==> config.mk <==
export PLATFORM = sky130hd
export DESIGN_NAME = nios2_sysid_timeout
export DESIGN_NICKNAME = d
export VERILOG_FILES = /design/src/rtl/nios2_sysid_timeout.sv
export SDC_FILE = /design/constraint.sdc
export NUM_CORES = 1
export LEC_CHECK = 0
export BUFFER_PORTS_ARGS = -buffer_cell sky130_fd_sc_hd__buf_4
export CORE_AREA = 4 4 41 43
export CTS_CLUSTER_SIZE = 24
export DETAILED_ROUTE_END_ITERATION = 16
export DIE_AREA = 0 0 45 47
export SETUP_SLACK_MARGIN = 0.4
export SLEW_MARGIN = 20
export SYNTH_ARGS = -nofsm -noshare
export SYNTH_HDL_FRONTEND = slang
export SYNTH_SLANG_ARGS = --single-unit
==> constraint.sdc <==
create_clock -name clock -period 2.74 [get_ports clock]
set_clock_uncertainty 0.05 [all_clocks]
set_input_delay 0 -clock clock [delete_from_list [all_inputs] [get_ports clock]]
set_output_delay 0 -clock clock [all_outputs]
set_load 0.01 [all_outputs]
==> src/rtl/nios2_sysid_timeout.sv <==
// Per-transaction timeout counter.
// Ports:
//  clock    in  system clock
//  reset    in  synchronous active-high reset
//  load     in  clear the count (wins over enable)
//  enable   in  count one cycle
//  expired  out count has reached TIMEOUT_CYCLES-1
// The count saturates at TIMEOUT_CYCLES-1 so it can never wrap back to zero.
module nios2_sysid_timeout #(
    parameter int TIMEOUT_CYCLES = 1024
) (
    input  logic clock,
    input  logic reset,
    input  logic load,
    input  logic enable,
    output logic expired
);

    localparam int CNT_W = (TIMEOUT_CYCLES > 2) ? $clog2(TIMEOUT_CYCLES) : 1;
    localparam logic [CNT_W-1:0] CNT_LAST = CNT_W'(TIMEOUT_CYCLES - 1);

    logic [CNT_W-1:0] count_r;

    // Cycle counter: clear on load, increment while enabled, hold at the last value.
    always_ff @(posedge clock) begin
        if (reset) begin
            count_r <= {CNT_W{1'b0}};
        end else if (load) begin
            count_r <= {CNT_W{1'b0}};
        end else if (enable && (count_r != CNT_LAST)) begin
            count_r <= count_r + CNT_W'(1);
        end else begin
            count_r <= count_r;
        end
    end

    assign expired = (count_r == CNT_LAST);

endmodule

==> impl_metrics.tcl, run 1 <==
set metrics [dict create \
    outcome "completed" \
    largest_reg_flops 10 \
    path_class "reg2out" \
    layout.nets 73 \
    die_w_um 45 \
    totalWireLength_um 952 \
    cp.required_ns 2.69 \
    final_cell_area_sq_um 571 \
    clockBufferDepth 2 \
    drtPass1Iterations 4 \
    power_frac_comb 0.049 \
    worstSetupPathDepth 5 \
    fin_crit_sh 0.603 \
    synth_common_cells "10 x dfxtp_1, 6 x nand3_1, 5 x inv_1, 5 x nor2_1, 4 x nand2_1" \
    cp_slowest_stage_delay_ns 0.43 \
    area_growth_pct 14.6 \
    switchingPower_w 0.0000516 \
    drv_cap 0 \
    tightest_slew_ns 0.554 \
    die_h_um 47 \
    reg_top3 "count_r: 10 flops" \
    cp-endpoint "expired" \
    cp_slowest_cell "or3_1" \
    path_clk_slew_ns 0.06 \
    cp_top_family "simple AND/OR/NAND/NOR gates" \
    core_area_sq_um 1300 \
    viasPerCell 5.43 \
    reg2reg_to "count_r[0]" \
    drtIter0Drc 22 \
    place_area_sq_um 538 \
    r2r_start "count_r[0]" \
    fin_tns_setup_ns 0 \
    setup_violations 0 \
    p_sw_frac 0.203 \
    grt_pass1_vias 394 \
    cts.sinks 10 \
    synth_warnings 0 \
    peakVddDrop_v 0.000215 \
    placementRows 13 \
    antenna_found_initial 0 \
    synth_flop_cell "dfxtp_1" \
    ctsRootBufferMaster "clkbuf_4" \
    cp.arrival_ns 1.60 \
    hpwlAfterDp_um 727 \
    top_register "count_r" \
    internal_power_w 0.000203 \
    r2r_slack_ns 1.13 \
    wl_per_cell_um 11.8 \
    gp_congestion 0.716 \
    p_clk_frac 0.371 \
    synth_area_leader_cell "dfxtp_1" \
    yosysMostFrequentCell "dfxtp_1" \
    overflow 0 \
    seqPwrFrac 0.580 \
    cts_buffers 3 \
    path_max_fanout 6 \
    h-tree-depth 1 \
    synth_edf_count 0 \
    drive_above_1_share 0.152 \
    hp-class "in2reg" \
    final_antenna_net_count 0 \
    post-route-min-period_ns 1.65 \
    synth_cell_types 28 \
    p_per_area_nw_per_um2 446 \
    io_pins 5 \
    grt_usage 0.117 \
    port_buffers 4 \
    path_cells "ha_1, nand3_1, or3_1, inv_1, buf_4" \
    end_kind "output port" \
    die_area_sq_um 2120 \
    path_buf_inv 2 \
    whs_path_depth 3 \
    remaining_drc_errors 0 \
    relSlewSlack 0.628 \
    fillers 134 \
    hold_violations 0 \
    n_antenna_cell 0 \
    crit_path_start_kind "register" \
    synth_area_leaders "dfxtp_1 40%, nand3_1 6.0%, inv_1 3.8%" \
    netlist_area_sq_um 498 \
    fmax_ghz 0.605 \
    rsz0062_at_grt "false" \
    synth_async_sr_flop_share 0 \
    leakage_nw 0.216 \
    synth_seq_cells 10 \
    drv_slew 0 \
    grt_first_pass_wirelength_mm 1.73 \
    grt_start_max_net_pins 7 \
    synth_nets 65 \
    critPathLaunch "count_r[0]" \
    ff2ff_path_depth 5 \
    utilization 0.438 \
    syn_avg_cell_area_sq_um 8.30 \
    synth_top_area_frac 0.402 \
    syn_inst 60 \
    ys_seq_area_frac 0.402 \
    tritoncts "yes" \
    initial_core_util 0.383 \
    route.vias.total 440 \
    clk-insertion-delay-late_ns 0.26 \
]
kinds of logic (layout without fill, tap and decap cells):
group	after synthesis	in the layout	share of synthesized area
AO/OA/AOI/OAI	15	15	0.214
XOR/XNOR	2	2	0.0352
adder cells (fa/ha/maj)	1	1	0.0251
buffers and inverters	7	13	0.0553
flip-flops	10	10	0.402
AND/OR/NAND/NOR	25	25	0.269
final cells by class:
class                           instances  area (sq um)  share of cell area
Multi-Input combinational cell         43           270               0.474
Timing Repair Buffer                    5          40.0              0.0702
Tap cell                               15          18.8              0.0329
Clock buffer                            3          22.5              0.0395
Inverter                                5          18.8              0.0329
Sequential cell                        10           200               0.351
per-layer routing:
metal  GRT usage  wire [um]  up-vias  part of all wire
met5           0          0        -                 0
met4      0.0526          7        0            0.0074
met3      0.0575         75        2             0.079
met2       0.181        405       14              0.43
met1       0.136        463      189              0.49
li1            -          -      235                 -
timing repair:
item / in CTS / in global routing
gates resized for setup: 0 / 0
hold endpoints to repair: 1 / 0
hold buffers: 1 / 0
buffers inserted: 0 / 0
worst reg2reg max path, delay by kind of cell (launching register included):
kind,cells,cell delay [ns]
simple gates,2,0.16
compound gates,1,0.49
fa+ha+maj,1,0.21
flops,1,0.40
xor+xnor,1,0.20
power by group through the flow:
stage | clock network [W] | registers (W) | logic [W]
finish | 0.0000944 | 0.000148 | 0.0000124
global route | 0.000108 | 0.000148 | 0.0000142
CTS | 0.0000999 | 0.000148 | 0.0000123
detailed placement | 0 | 0.000151 | 0.0000111
global placement | 0 | 0.000151 | 0.0000110
floorplan | 0 | 0.000151 | 0.00000581
cell usage in the layout (no fill, tap or decap):
cell type,netlist,routed
nor4_1,2,2
nand2_1,4,4
nand3_1,6,6
o31ai_1,1,1
a21o_1,1,1
dfxtp_1,10,10
a31oi_1,2,2
a21oi_2,1,1
or2_2,1,1
nand4_2,1,1
dlygate4sd3_1,0,1
nand4_1,2,2
a21oi_1,2,2
o311ai_0,1,1
buf_4,0,4
nand3b_1,1,1
nor3_1,1,1
clkbuf_4,0,3
xor2_1,2,2
or3_1,1,1
ha_1,1,1
o211a_1,1,1
o21ai_0,3,3
o31a_1,1,1
inv_1,5,5
o311a_1,1,1
o211ai_1,1,1
or4_1,1,1
nor2_1,5,5
worst min path at each step:
stage,startpoint,end,slack (ns)
floorplan,enable,count_r[1],0.11
global placement,enable,count_r[1],0.27
detailed placement,enable,count_r[1],0.26
CTS,reset,count_r[6],0.006
global route,reset,count_r[6],0.04
finish,reset,count_r[8],0.02
metrics by stage:
| step | hold WS [ns] | total power [W] | setup slack, ns | instances |
|---|---|---|---|---|
| detailed placement | 0.264 | 0.000162 | 1.16 | 77 |
| global route | 0.0373 | 0.000270 | 0.992 | 81 |
| CTS | 0.00593 | 0.000260 | 1.07 | 81 |
| global placement | 0.267 | 0.000162 | 1.22 | 77 |
| finish | 0.0182 | 0.000255 | 1.09 | 81 |
| floorplan | 0.110 | 0.000156 | 1.30 | 60 |
Note: power is estimated with default switching activity, not from simulation.
==> inputs of run 2 (changes only) <==
==> constraint.sdc (replaced) <==
create_clock -name clock -period 1.55 [get_ports clock]
set_clock_uncertainty 0.05 [all_clocks]
set_input_delay 0 -clock clock [delete_from_list [all_inputs] [get_ports clock]]
set_output_delay 0 -clock clock [all_outputs]
set_load 0.01 [all_outputs]
==> run 2 against run 1 <==
Flip-flop and latch count unchanged. Worst setup slack got worse by 0.99 ns. First-iteration DRC count decreased by 68%. Non-clock buffer count increased by 11. Power increased by 110%. Highest routed layer unchanged.
==> impl_metrics.tcl, run 2 (same netlist as run 1, synthesis figures left out) <==
set metrics [dict create \
    outcome "completed" \
    clockBufferDepth 2 \
    cts.sinks 10 \
    die_w_um 45 \
    viasPerCell 5.54 \
    hold_violations 0 \
    reg_top3 "count_r: 10 flops" \
    path_max_fanout 4 \
    drv_cap 0 \
    r2r_slack_ns 0.14 \
    placementRows 13 \
    cp_top_family "simple AND/OR/NAND/NOR gates" \
    h-tree-depth 1 \
    worstSetupPathDepth 5 \
    n_antenna_cell 0 \
    hold_start "reset" \
    tightest_slew_ns 0.426 \
    grt_pass1_vias 499 \
    port_buffers 4 \
    total_power_w 0.000540 \
    fin_tns_setup_ns 0 \
    hp-class "in2reg" \
    drive_above_1_share 0.526 \
    initial_core_util 0.383 \
    die_area_sq_um 2120 \
    remaining_drc_errors 0 \
    switchingPower_w 0.000121 \
    clk-insertion-delay-late_ns 0.28 \
    ff2ff_path_depth 6 \
    post-route-min-period_ns 1.45 \
    cp.required_ns 1.50 \
    crit_path_start_kind "register" \
    path_buf_inv 2 \
    totalWireLength_mm 1.30 \
    path_cells "ha_4, nand3_4, or3_4, inv_2, buf_6" \
    layout.nets 84 \
    top_register "count_r" \
    drv_slew 0 \
    antenna_found_initial 0 \
    p_clk_frac 0.456 \
    gp_congestion 0.783 \
    end_kind "output port" \
    tritoncts "yes" \
    core_area_sq_um 1300 \
    critPathLaunch "count_r[1]" \
    setup_violations 0 \
    die_h_um 47 \
    power_frac_comb 0.069 \
    route.vias.total 515 \
    io_pins 5 \
    path_class "reg2out" \
    relSlewSlack 0.715 \
    fin_crit_sh 0.936 \
    cp_slowest_stage_delay_ns 0.37 \
    ctsRootBufferMaster "clkbuf_4" \
    internal_power_w 0.000419 \
    reg2reg_to "count_r[7]" \
    grt_first_pass_wirelength_mm 2.08 \
    utilization 0.613 \
    cp_slowest_cell "or3_4" \
    wl_per_cell_um 13.9 \
    drtIter0Drc 7 \
    whs_path_depth 3 \
    fmax_ghz 0.689 \
    hpwlAfterDp_um 747 \
    mostFrequentLayoutCells "10 x buf_4, 5 x nor2_1, 5 x dfxtp_2" \
    r2r_start "count_r[1]" \
    leakage_nw 0.308 \
    dp_worst_setup_slack_ns 0.102 \
    grt_start_max_net_pins 7 \
    path_clk_slew_ns 0.07 \
    area_growth_pct 60.1 \
    cts_buffers 3 \
    drtPass1Iterations 4 \
    finalWorstSetupSlack_ns 0.0989 \
    final_antenna_net_count 0 \
    p_per_area_nw_per_um2 678 \
    p_sw_frac 0.224 \
    final_common_cell "buf_4" \
    grt_usage 0.145 \
    largest_reg_flops 10 \
    seqPwrFrac 0.475 \
    overflow 0 \
    whs_endpoint "count_r[7]" \
    cp.arrival_ns 1.40 \
    rsz0062_at_grt "true" \
    hold_slack_ns 0.00412 \
    peakVddDrop_v 0.000505 \
]
-- run 2: routing by layer --
metal,vias up,wire length [um],GRT usage
li1,260,-,-
met1,234,491,0.149
met2,12,659,0.229
met3,9,83,0.0613
met4,0,61,0.123
met5,-,0,0
-- run 2: how the worst max path moves through the flow --
stage / endpoint
after floorplan: count_r[7]
after global placement: count_r[7]
after detailed placement: count_r[7]
after CTS: expired
after global routing: expired
final: expired
-- run 2: layout make-up --
type	instances	area, sq um
Multi-Input combinational cell	43	367
Fill cell	116	504
Clock buffer	4	36.3
Sequential cell	10	218
Tap cell	15	18.8
Timing Repair Buffer	16	139
Inverter	5	18.8
-- run 2: power by group through the flow --
stage                     Clock (W)  Sequential, W  Combinational (W)
after floorplan                   0       0.000267          0.0000107
after global placement            0       0.000268          0.0000219
after detailed placement          0       0.000268          0.0000221
after CTS                  0.000252       0.000258          0.0000349
after global routing       0.000270       0.000257          0.0000409
final                      0.000247       0.000256          0.0000371
-- run 2: repair_timing --
action                                 in CTS  in global routing
setup endpoints to repair                  11                 11
gates resized for setup                     8                 17
endpoints found under the hold margin       5                  0
setup buffers                               6                  0
hold buffers                                3                  0
pin swaps                                   9                  6
-- run 2: per-stage QoR --
step | std cells | area (sq um)
finish | 93 | 797
floorplan | 60 | 524
detailed placement | 80 | 587
global route | 93 | 797
CTS | 93 | 719
global placement | 80 | 587
-- run 2: worst min-delay path: stages --
cell and delay, ns:
buf_4 0.08, or2_2 0.18, a21oi_2 0.04
==> inputs of run 3 (changes only) <==
--- a/config.mk
+++ b/config.mk
@@ -6,10 +6,10 @@
 export NUM_CORES = 1
 export LEC_CHECK = 0
 export BUFFER_PORTS_ARGS = -buffer_cell sky130_fd_sc_hd__buf_4
-export CORE_AREA = 4 4 41 43
+export CORE_MARGIN = 4
+export CORE_UTILIZATION = 30
 export CTS_CLUSTER_SIZE = 24
 export DETAILED_ROUTE_END_ITERATION = 16
-export DIE_AREA = 0 0 45 47
 export SETUP_SLACK_MARGIN = 0.4
 export SLEW_MARGIN = 20
 export SYNTH_ARGS = -nofsm -noshare
==> run 3 against run 2 <==
First-iteration DRC count rose by 57%. Die area rose by 12%. Routed wire length rose by 21%. Combinational power rose by 7.3%. Clock power fell by 26%. Largest cell class unchanged. Critical path depth rose by 1. Power fell by 11%. Non-clock buffer count rose by 3. Count of clock-buffer cells in the layout fell by 1. Design area rose by 7.1%. Global-route usage fell by 2.5 points.
==> impl_metrics.tcl, run 3 (same netlist as run 1, synthesis figures left out) <==
set metrics [dict create \
    place_area_sq_um 588 \
    setup_violations 0 \
    largest_reg_flops 10 \
    path_clk_slew_ns 0.07 \
    die_area_sq_um 2380 \
    critPathLaunch "count_r[0]" \
    fillers 144 \
    drv_slew 0 \
    die_w_um 48.7 \
    whs_endpoint "count_r[6]" \
    placementRows 14 \
    drtIter0Drc 11 \
    p_sw_frac 0.240 \
    mostFrequentLayoutCells "14 x buf_4, 5 x nor2_1" \
    ff2ff_path_depth 6 \
    clockBufferDepth 2 \
    io_pins 5 \
    wl_per_cell_um 16.3 \
    final_cell_area_sq_um 853 \
    tritoncts "yes" \
    post-route-min-period_ns 1.50 \
    hp-class "in2reg" \
    route.vias.total 537 \
    placed_cells 81 \
    reg2reg_to "count_r[6]" \
    met1_usage 0.137 \
    stdcell_count 96 \
    grt_first_pass_wirelength_mm 2.23 \
    p_per_area_nw_per_um2 561 \
    tightest_slew_ns 0.404 \
    drv_cap 0 \
    grt_pass1_vias 507 \
    die_h_um 48.7 \
    outcome "completed" \
    switchingPower_w 0.000115 \
    drive_above_1_share 0.613 \
    area_growth_pct 71.4 \
    power_frac_comb 0.083 \
    internal_power_w 0.000364 \
    grt_use_met2 0.198 \
    initial_core_util 0.323 \
    hpwlAfterDp_um 786 \
    cts.sinks 10 \
    p_clk_frac 0.384 \
    cp.required_ns 1.71 \
    totalWireLength_mm 1.57 \
    crit_path_start_kind "register" \
    leakage_nw 0.351 \
    ctsRootBufferMaster "clkbuf_4" \
    remaining_drc_errors 0 \
    port_buffers 4 \
    seqPwrFrac 0.533 \
    relSlewSlack 0.729 \
    antenna_found_initial 0 \
    h-tree-depth 1 \
    cts_buffers 3 \
    path_class "reg2reg" \
    grt_usage 0.121 \
    fin_crit_sh 0.966 \
    reg_top3 "count_r: 10 flops" \
    fmax_ghz 0.668 \
    n_antenna_cell 0 \
    gr-max-usage-layer "met2" \
    viasPerCell 5.59 \
    rsz0062_at_grt "true" \
    r2r_start "count_r[0]" \
    path_max_fanout 4 \
    overflow 0 \
    final_antenna_net_count 0 \
    top_register "count_r" \
    grt_start_max_net_pins 7 \
    layout.nets 87 \
    clk-insertion-delay-late_ns 0.27 \
    fin_tns_setup_ns 0 \
    whs_path_depth 3 \
    r2r_slack_ns 0.05 \
    use_met3 0.0276 \
    end_kind "register" \
    hold_start "load" \
    peakVddDrop_v 0.000407 \
    drtPass1Iterations 4 \
    hold_violations 0 \
    cp.arrival_ns 1.66 \
    final_common_cell "buf_4" \
    gp_congestion 0.789 \
    core_area_sq_um 1540 \
]
-- run 3: changes by cell type in the layout (fill, tap and decap cells not counted), sizes merged --
| cell | change |
|---|---|
| clkbuf | -1 |
| dlygate4sd3 | -2 |
| buf | +5 |
-- run 3: per-stage QoR --
stage / total power [W] / hold WS [ns] / utilization / worst slack, ns
6_report: 0.000479 / 0.0147 / 0.554 / 0.0531
5_1_grt: 0.000499 / 0.0200 / 0.554 / 0.0237
4_1_cts: 0.000480 / 0.00517 / 0.482 / 0.0629
3_5_place_dp: 0.000291 / 0.264 / 0.381 / 0.0965
3_3_place_gp: 0.000291 / 0.252 / 0.381 / 0.100
2_1_floorplan: 0.000278 / 0.102 / - / 0.182
-- run 3: how the worst max path moves through the flow --
stage,cells after the start,to,slack [ns]
2_1_floorplan,6,count_r[7],0.18
3_3_place_gp,4,count_r[7],0.10
3_5_place_dp,4,count_r[7],0.1
4_1_cts,5,expired,0.06
5_1_grt,7,count_r[0],0.02
6_report,6,count_r[6],0.05
-- run 3: cell type report --
cell class                      count  area, sq um  area share
Sequential cell                    10          220       0.258
Tap cell                           16         20.0      0.0235
Timing Repair Buffer               19          160       0.188
Inverter                            5         18.8      0.0220
Clock buffer                        3         22.5      0.0264
Multi-Input combinational cell     43          412       0.482
-- run 3: power groups by stage --
stage	registers (W)	logic, W	clock network (W)
2_1_floorplan	0.000267	0.0000107	0
3_3_place_gp	0.000268	0.0000229	0
3_5_place_dp	0.000268	0.0000234	0
4_1_cts	0.000259	0.0000359	0.000186
5_1_grt	0.000256	0.0000432	0.000200
6_report	0.000255	0.0000398	0.000184
-- run 3: metal layers --
| layer | up-vias | wire (um) |
|---|---|---|
| met4 | 0 | 76 |
| met5 | - | 0 |
| met3 | 8 | 63 |
| met2 | 16 | 850 |
| met1 | 248 | 574 |
| li1 | 265 | - |
-- run 3: critical path, cell delays in order (launching register included) --
cell	delay, ns
dfxtp_4	0.37
ha_4	0.15
buf_4	0.12
nand4_1	0.16
buf_4	0.20
o21ai_0	0.20
o311a_1	0.19
-- run 3: repair_timing --
action / CTS / global route
setup endpoints to repair: 11 / 11
resized for setup: 17 / 18
hold endpoints to repair: 1 / 0
buffers inserted: 8 / 3
hold buffers: 1 / 0
pin swaps: 10 / 8
